$ cat config.mk
export PLATFORM = sky130hd
export DESIGN_NAME = sync_framer
export DESIGN_NICKNAME = d
export VERILOG_FILES = /design/src/rtl/sync_framer.sv
export SDC_FILE = /design/constraint.sdc
export NUM_CORES = 1
export LEC_CHECK = 0
export ABC_AREA = 1
export CORE_ASPECT_RATIO = 0.8
export CORE_MARGIN = 10
export CORE_UTILIZATION = 57
export DETAILED_ROUTE_END_ITERATION = 10
export DONT_BUFFER_PORTS = 1
export PLACE_DENSITY = 0.87
export SLEW_MARGIN = 40
export SYNTH_ARGS = -nofsm -noshare
export SYNTH_HDL_FRONTEND = slang
export SYNTH_SLANG_ARGS = --single-unit
$ cat constraint.sdc
create_clock -name core_clk -period 1.75 [get_ports core_clk]
set_clock_uncertainty 0.2 [all_clocks]
set_input_delay 0.35 -clock core_clk [delete_from_list [all_inputs] [get_ports core_clk]]
set_output_delay 0.35 -clock core_clk [all_outputs]
set_load 0.01 [all_outputs]
$ cat src/rtl/sync_framer.sv
// Attached-sync-marker framer: prepends SYNC_MARKER to each codeword and pads
// short codewords to CODEWORD_LEN bytes, with a single registered output stage.
module sync_framer #(
    parameter logic [31:0] SYNC_MARKER  = 32'h1ACFFC1D,
    parameter int unsigned CODEWORD_LEN = 255,
    parameter logic [7:0]  PAD_BYTE     = 8'h00
) (
    input  logic       core_clk,
    input  logic       rst_n,
    input  logic [7:0] s_axis_input_tdata,
    input  logic       s_axis_input_tvalid,
    input  logic       s_axis_input_tlast,
    output logic       s_axis_input_tready,
    output logic [7:0] m_axis_output_tdata,
    output logic       m_axis_output_tvalid,
    output logic       m_axis_output_tlast,
    input  logic       m_axis_output_tready,
    output logic [15:0] frame_cnt,
    output logic       err_len
);

    localparam int unsigned BYTE_W = 8;
    localparam int unsigned CNT_W  = 16;
    localparam logic [BYTE_W-1:0] LEN_B = BYTE_W'(CODEWORD_LEN);

    typedef enum logic [1:0] {IDLE, SYNC, DATA, PAD} state_e;

    state_e             state_q, state_d;
    logic [BYTE_W-1:0]  byte_cnt_q, byte_cnt_d;
    logic [1:0]         mk_idx_q, mk_idx_d;
    logic [BYTE_W-1:0]  tdata_q, tdata_d;
    logic               tvalid_q, tvalid_d;
    logic               tlast_q, tlast_d;
    logic [CNT_W-1:0]   frame_cnt_q, frame_cnt_d;
    logic               err_len_q, err_len_d;
    logic [1:0]         rst_sync_q;

    logic               load;
    logic               run_ok;
    logic [BYTE_W-1:0]  cnt_next;
    logic [BYTE_W-1:0]  marker_byte;

    assign load     = !tvalid_q || m_axis_output_tready;
    assign run_ok   = rst_sync_q[1];
    assign cnt_next = byte_cnt_q + BYTE_W'(1);

    assign s_axis_input_tready  = (state_q == DATA) && load;
    assign m_axis_output_tdata  = tdata_q;
    assign m_axis_output_tvalid = tvalid_q;
    assign m_axis_output_tlast  = tlast_q;
    assign frame_cnt            = frame_cnt_q;
    assign err_len              = err_len_q;

    // Marker is sent most significant byte first.
    always_comb begin
        case (mk_idx_q)
            2'd0:    marker_byte = SYNC_MARKER[31:24];
            2'd1:    marker_byte = SYNC_MARKER[23:16];
            2'd2:    marker_byte = SYNC_MARKER[15:8];
            default: marker_byte = SYNC_MARKER[7:0];
        endcase
    end

    // Release of reset is held off by two flops so the FSM starts on a clean edge.
    always_ff @(posedge core_clk or negedge rst_n) begin
        if (!rst_n) begin
            rst_sync_q <= 2'b00;
        end else begin
            rst_sync_q <= {rst_sync_q[0], 1'b1};
        end
    end

    always_ff @(posedge core_clk or negedge rst_n) begin
        if (!rst_n) begin
            state_q     <= IDLE;
            byte_cnt_q  <= '0;
            mk_idx_q    <= '0;
            tdata_q     <= '0;
            tvalid_q    <= 1'b0;
            tlast_q     <= 1'b0;
            frame_cnt_q <= '0;
            err_len_q   <= 1'b0;
        end else begin
            state_q     <= state_d;
            byte_cnt_q  <= byte_cnt_d;
            mk_idx_q    <= mk_idx_d;
            tdata_q     <= tdata_d;
            tvalid_q    <= tvalid_d;
            tlast_q     <= tlast_d;
            frame_cnt_q <= frame_cnt_d;
            err_len_q   <= err_len_d;
        end
    end

    always_comb begin
        state_d     = state_q;
        byte_cnt_d  = byte_cnt_q;
        mk_idx_d    = mk_idx_q;
        tdata_d     = tdata_q;
        tvalid_d    = tvalid_q;
        tlast_d     = tlast_q;
        frame_cnt_d = frame_cnt_q;
        err_len_d   = 1'b0;

        case (state_q)
            IDLE: begin
                if (load) begin
                    tvalid_d = 1'b0;
                    tlast_d  = 1'b0;
                    if (s_axis_input_tvalid && run_ok) begin
                        state_d  = SYNC;
                        mk_idx_d = '0;
                    end
                end
            end
            SYNC: begin
                if (load) begin
                    tdata_d  = marker_byte;
                    tvalid_d = 1'b1;
                    tlast_d  = 1'b0;
                    mk_idx_d = mk_idx_q + 2'd1;
                    if (mk_idx_q == 2'd3) begin
                        state_d    = DATA;
                        byte_cnt_d = '0;
                    end
                end
            end
            DATA: begin
                if (load) begin
                    if (s_axis_input_tvalid) begin
                        tdata_d  = s_axis_input_tdata;
                        tvalid_d = 1'b1;
                        if (cnt_next == LEN_B) begin
                            // Full length reached; a missing tlast means the codeword ran long.
                            tlast_d     = 1'b1;
                            frame_cnt_d = frame_cnt_q + CNT_W'(1);
                            err_len_d   = !s_axis_input_tlast;
                            byte_cnt_d  = '0;
                            state_d     = IDLE;
                        end else begin
                            tlast_d    = 1'b0;
                            byte_cnt_d = cnt_next;
                            if (s_axis_input_tlast) begin
                                err_len_d = 1'b1;
                                state_d   = PAD;
                            end
                        end
                    end else begin
                        tvalid_d = 1'b0;
                        tlast_d  = 1'b0;
                    end
                end
            end
            PAD: begin
                if (load) begin
                    tdata_d  = PAD_BYTE;
                    tvalid_d = 1'b1;
                    if (cnt_next == LEN_B) begin
                        tlast_d     = 1'b1;
                        frame_cnt_d = frame_cnt_q + CNT_W'(1);
                        byte_cnt_d  = '0;
                        state_d     = IDLE;
                    end else begin
                        tlast_d    = 1'b0;
                        byte_cnt_d = cnt_next;
                    end
                end
            end
            default: state_d = IDLE;
        endcase
    end

endmodule

# --- Word level (Yosys, flattened, before mapping) ---
# Index checks and enable logic that the tools add are counted.
classes:
  n_eq_ne: 18
  mux: 48
  n_reduce_logical: 19
  addsub: 3
op_table:
  columns: ["op", "count"]
  rows:
  - ["2-to-1 mux 8 bit", 10]
  - ["case mux 8 bit (3 select lines)", 3]
  - ["2-to-1 mux 16 bit", 4]
  - ["case mux 16 bit (2 select lines)", 1]
  - ["2-to-1 mux 2 bit", 13]
  - ["adder 16 x 1 -> 16 bit (second input constant)", 1]
  - ["inequality test 2 bit (second input constant)", 8]
  - ["2-to-1 mux 1 bit", 13]
  - ["AND reduction 9 bit", 1]
  - ["adder 8 x 1 -> 8 bit (second input constant)", 1]
  - ["equality test 2 bit (second input constant)", 4]
  - ["equality test 8 bit (second input constant)", 1]
  - ["case mux 2 bit (4 select lines)", 1]
  - ["AND reduction 4 bit", 2]
  - ["case mux 1 bit (3 select lines)", 2]
  - ["AND reduction 3 bit", 2]
  - ["AND reduction 6 bit", 1]
  - ["AND reduction 5 bit", 1]
  - ["equality test 2 x 1 -> 1 bit (second input constant)", 2]
  - ["logical NOT 2 bit", 2]
  - ["inequality test 2 x 1 -> 1 bit (second input constant)", 2]
  - ["case mux 2 bit (2 select lines)", 1]
  - ["nonzero test 2 bit", 2]
  - ["OR reduction 2 bit", 2]
  - ["other kinds (6)", 8]
totals:
  out_inout_bits: 28
  wordCells: 97
  inputBits: 13
  ff_bits: 41

# --- Depth between registers and ports, before layout ---
logic_depth:
  word_depth: 6
  ltp_mapped: 12
  depth_no_buf: 12

# --- Least setup slack after synthesis ---
# Ideal clock, no wire load.
synth_timing:
  kind: "reg-to-reg"
  start: "reg byte_cnt_q[0]"
  end: "reg frame_cnt_q[9], in the netlist frame_cnt[9]"
  arrival_ns: 1.517
  setup_time_ns: 0.123
  slack_ns: -0.090
  path_stages_with_launch: 11
  path_cell_list: "dfrtp_1 -> ha_1 -> nand3_1 -> nor2_1 -> nand2_1 -> nand2_2 -> nor2_4 -> nand4_4 -> clkinv_4 -> buf_12 -> o21ai_1"
synth_between:
  elab_chain_len: 6
  elab_cells_between_ends: 7
  classes_between: "1 x add/sub; 1 x eq/ne; 5 x mux"
synth_rtl:
  columns: ["item", "line", "rtl"]
  rows:
  - ["from (decl)", "29", "logic [BYTE_W-1:0] byte_cnt_q, byte_cnt_d;"]
  - ["from (signal assigned)", "85", "byte_cnt_q <= byte_cnt_d;"]
  - ["adder 8 x 1 -> 8 bit (*)", "45", "assign cnt_next = byte_cnt_q + BYTE_W'(1);"]
  - ["equality test 8 bit (*)", "133, 158", null]
  - ["2-to-1 mux 16 bit (*)", null, null]
  - ["2-to-1 mux 16 bit (2 in series)", null, null]
  - ["case mux 16 bit (2 select lines) (*)", null, null]
  - ["to (signal assigned)", "90", "frame_cnt_q <= frame_cnt_d;"]
  - ["to (decl)", "34", "logic [CNT_W-1:0] frame_cnt_q, frame_cnt_d;"]
# Every way passes the cells marked *; elsewhere a longest branch is shown, timed or not. The select of a mux whose other input is x is not followed.
# A chain may end at the register's enable or synchronous reset.

# --- Worst setup path in the final report ---
layout_timing:
  start: "reg byte_cnt_q[2]"
  end: "reg byte_cnt_q[6]"
layout_between:
  elab_chain_len: 6
  elab_cells_between_ends: 7
  classes_between: "1 x add/sub; 1 x eq/ne; 5 x mux"
layout_rtl:
  columns: ["item", "line", "rtl"]
  rows:
  - ["adder 8 x 1 -> 8 bit (*)", "45", null]
  - ["equality test 8 bit", "133, 158", null]
  - ["2-to-1 mux 8 bit (*)", "133, 158", null]
  - ["2-to-1 mux 8 bit", "130", "if (s_axis_input_tvalid) begin"]
  - ["2-to-1 mux 8 bit", "129", "if (load) begin"]
  - ["case mux 8 bit (3 select lines) (*)", "105", "case (state_q)"]
# Marked as above.

==> results_dict.tcl <==
set metrics [dict create \
    run_status "finished, violations left" \
    failed_checks "hold timing, setup timing" \
    synth_seq_cells 41 \
    place_congestion 0.847 \
    number_of_global_route_vias_before_repair 2283 \
    rsz0062_at_grt "true" \
    synthCells 297 \
    worstHoldStart "s_axis_input_tdata[5]" \
    die_span_y_microns 77.8 \
    core-area_sq_mm 0.00390 \
    floorplan.rows 20 \
    synth_area_leader_cell "dfrtp_1" \
    finish.net_count 367 \
    ratio_of_final_minimum_period_to_clock_period_pct 110 \
    worstPathArrival_ns 1.92 \
    yosys_most_used_dff "dfrtp_1" \
    postLayoutCoreUtil_pct 79.3 \
    grt_pass1_wl_microns 11200 \
    clock_tree.root_cell "clkbuf_8" \
    grt_antenna_before_repair 0 \
    htree_num_levels 2 \
    global_route.overflow_total 0 \
    power.density_cell_area_mw_per_mm2 1280 \
    slew_violations 0 \
    ys_warn_count 0 \
    numCtsBuffers 5 \
    finalWorstPathRequiredPeriod_ns 1.92 \
    hold-worst-slack_ns -0.00534 \
    cts_tree "built" \
    largest_fanout_of_any_net_on_the_critical_path 7 \
    vdd.ir_drop.worst_v 0.00103 \
    global_route.usage.total_pct 19.2 \
    synth_top_area_share_pct 43.1 \
    grt_start_max_net_pins 42 \
    antenna_cells_inserted 0 \
    routed_wire_length_per_instance_microns 17.4 \
    die_width_microns 92.2 \
    hpwlAfterDp_microns 4460 \
    detail-route-antenna-nets 0 \
    finalNonFillerCells 401 \
    syn_avg_cell_area_sq_um 8.01 \
    power.total_mw 3.97 \
    startpoint_type_of_the_worst_setup_path "register" \
    timing.reg2reg.setup_slack_ns -0.17 \
    via_count 2303 \
    dp_cells 380 \
    detailedRoute.firstPassIterationCount 5 \
    final_worst_setup_slack_ns -0.170 \
    setup_viol_count_final 29 \
    hold_depth 2 \
    timing.critical_path.required_ns 1.75 \
    hold_class "input port to register" \
    synth_enable_flop_cells 0 \
    critical_path.reg2reg.startpoint "byte_cnt_q[2]$_DFFE_PN0P_" \
    place_ws_ns -0.160 \
    vias_per_cell 5.74 \
    finalHoldViolations 3 \
    min_to "m_axis_output_tdata[5]$_DFFE_PN0P_" \
    crit-reg2reg-capture "byte_cnt_q[6]$_DFFE_PN0P_" \
    leakage_power_nw 1.48 \
    mappedNetlistArea_sq_mm 0.00238 \
    cts.reportedPaths.clkPinSlew_ns 0.08 \
    ctsLongestPathBuffers 2 \
    worstRegToRegCells 9 \
    wirelength_microns 6990 \
    max_cap_viol_count 0 \
    synth_sequential_area_ratio_pct 43.1 \
    async_reset_ff_share_pct 100 \
    initial_core_util_pct 60.9 \
    flow.area_growth_from_synthesis_pct 30.1 \
    post-route-drc-count 0 \
    cts.sink_count 41 \
    leading_post_synthesis_cells_by_cell_area "dfrtp_1 (43%), nand2_1 (11%), inv_1 (6.0%)" \
    synthesized_nets 319 \
    setup.worst_path.class "register to register" \
    clkLatencyLatePin_ns 0.31 \
    synth_cell_type_count 31 \
    design.die.area_sq_mm 0.00717 \
    placement.io_buffers 0 \
    worstSetupEndpointType "register" \
    detailedRoute.firstIterationViolations 216 \
    max_freq_mhz 521 \
    ioPinCount 41 \
    share_of_post_route_cells_with_drive_strength_above_1_pct 32.9 \
]
layout make-up:
type | instances | area (sq um)
Clock buffer | 5 | 68.8
Clock inverter | 3 | 17.5
Fill cell | 252 | 808
Inverter | 40 | 165
Multi-Input combinational cell | 212 | 1350
Sequential cell | 41 | 1030
Tap cell | 55 | 68.8
Timing Repair Buffer | 44 | 383
Timing Repair inverter | 1 | 8.76
logic make-up (layout without fill, tap and decap cells):
| logic type | count (synthesis) | in the layout | share of synthesized area, % |
|---|---|---|---|
| other cells | 1 | 1 | 0.158 |
| simple gates | 153 | 153 | 30.0 |
| xor+xnor | 15 | 15 | 5.52 |
| fa+ha+maj | 9 | 9 | 4.73 |
| compound gates | 34 | 34 | 8.52 |
| buf+inv | 44 | 93 | 7.94 |
| flops | 41 | 41 | 43.1 |
routing by layer:
layer / up-vias / track usage, % / part of all wire (%)
met4: 0 / 8.00 / 2.4
met3: 18 / 5.19 / 8.3
met2: 133 / 32.0 / 50
li1: 1053 / - / -
met5: - / 0 / 0
met1: 1099 / 23.0 / 39
how the worst max path moves through the flow:
stage | startpoint | to | cells past startpoint
2_1_floorplan | byte_cnt_q[1]$_DFFE_PN0P_ | frame_cnt[9]$_DFFE_PN0P_ | 9
4_1_cts | byte_cnt_q[0]$_DFFE_PN0P_ | frame_cnt[14]$_DFFE_PN0P_ | 9
3_3_place_gp | byte_cnt_q[2]$_DFFE_PN0P_ | frame_cnt[9]$_DFFE_PN0P_ | 9
3_5_place_dp | byte_cnt_q[2]$_DFFE_PN0P_ | frame_cnt[14]$_DFFE_PN0P_ | 9
6_report | byte_cnt_q[2]$_DFFE_PN0P_ | byte_cnt_q[6]$_DFFE_PN0P_ | 9
5_1_grt | byte_cnt_q[0]$_DFFE_PN0P_ | state_q[0]$_DFFE_PN0P_ | 12
power by group:
group / switching [mW] / leakage [nW] / internal [mW] / total (mW)
clock: 0.367 / 0.0439 / 0.276 / 0.642
sequential: 0.287 / 0.479 / 1.19 / 1.48
combinational: 1.13 / 0.959 / 0.715 / 1.85
layout by cell type (no fill, tap or decap), types with 4 or more instances in the layout:
cell,instances
nand3_2,5
a31oi_1,5
buf_4,33
o21ai_1,8
o21ai_2,6
nor2_4,8
inv_2,7
dlygate4sd3_1,5
buf_6,4
o21ai_0,8
nor3_1,8
nand2_4,7
nor2_2,5
ha_1,8
dfrtp_2,5
nand2_1,57
nand4_1,11
clkbuf_8,5
xnor2_1,6
dfrtp_1,36
xor2_1,9
nand2_2,15
nand3_1,15
inv_1,31
nor2_1,19
critical path, cell delays in order, from the launching register on:
cell      delay (ns)
dfrtp_2         0.49
nand3_2         0.14
o21bai_2        0.19
nand2_4         0.11
nor2_4          0.22
nand2_4         0.08
buf_4           0.14
buf_6           0.10
nand4_1         0.06
o21ai_1         0.07
Yosys cell counts (2+ instances only):
library cell / number
nand2_1: 70
dfrtp_1: 41
inv_1: 38
nor2_1: 25
nand3_1: 21
o21ai_0: 12
nand4_1: 11
ha_1: 9
nand2_2: 9
xor2_1: 9
nor3_1: 8
o21ai_1: 8
xnor2_1: 6
a31oi_1: 5
nor2_2: 4
nor2_4: 3
o21ai_2: 3
a21oi_1: 2
sequential cells by signal, indices dropped and copies added, names as in the netlist:
register,cells
mk_idx_q,2
m_axis_output_tdata,8
m_axis_output_tvalid,1
byte_cnt_q,8
rst_sync_q,2
state_q,2
m_axis_output_tlast,1
frame_cnt,16
err_len,1
stage by stage:
stage | hold slack (ns) | setup TNS (ns) | cell area [sq um]
CTS | 0.00000960 | -2.89 | 2960
global placement | -0.145 | -0.958 | 2680
global route | 0.0103 | -6.16 | 3100
finish | -0.00534 | -3.92 | 3100
floorplan | -0.146 | -0.476 | 2390
detailed placement | -0.145 | -2.35 | 2680
what timing repair did:
item | in CTS | in global routing
setup endpoints to repair | 29 | 35
pin swaps | 12 | 21
gates resized for setup | 25 | 40
endpoints found under the hold margin | 44 | 0
setup buffers | 4 | 2
cloned | 1 | 0
hold buffers | 6 | 0
No activity file was read; power rests on OpenSTA's default activity.
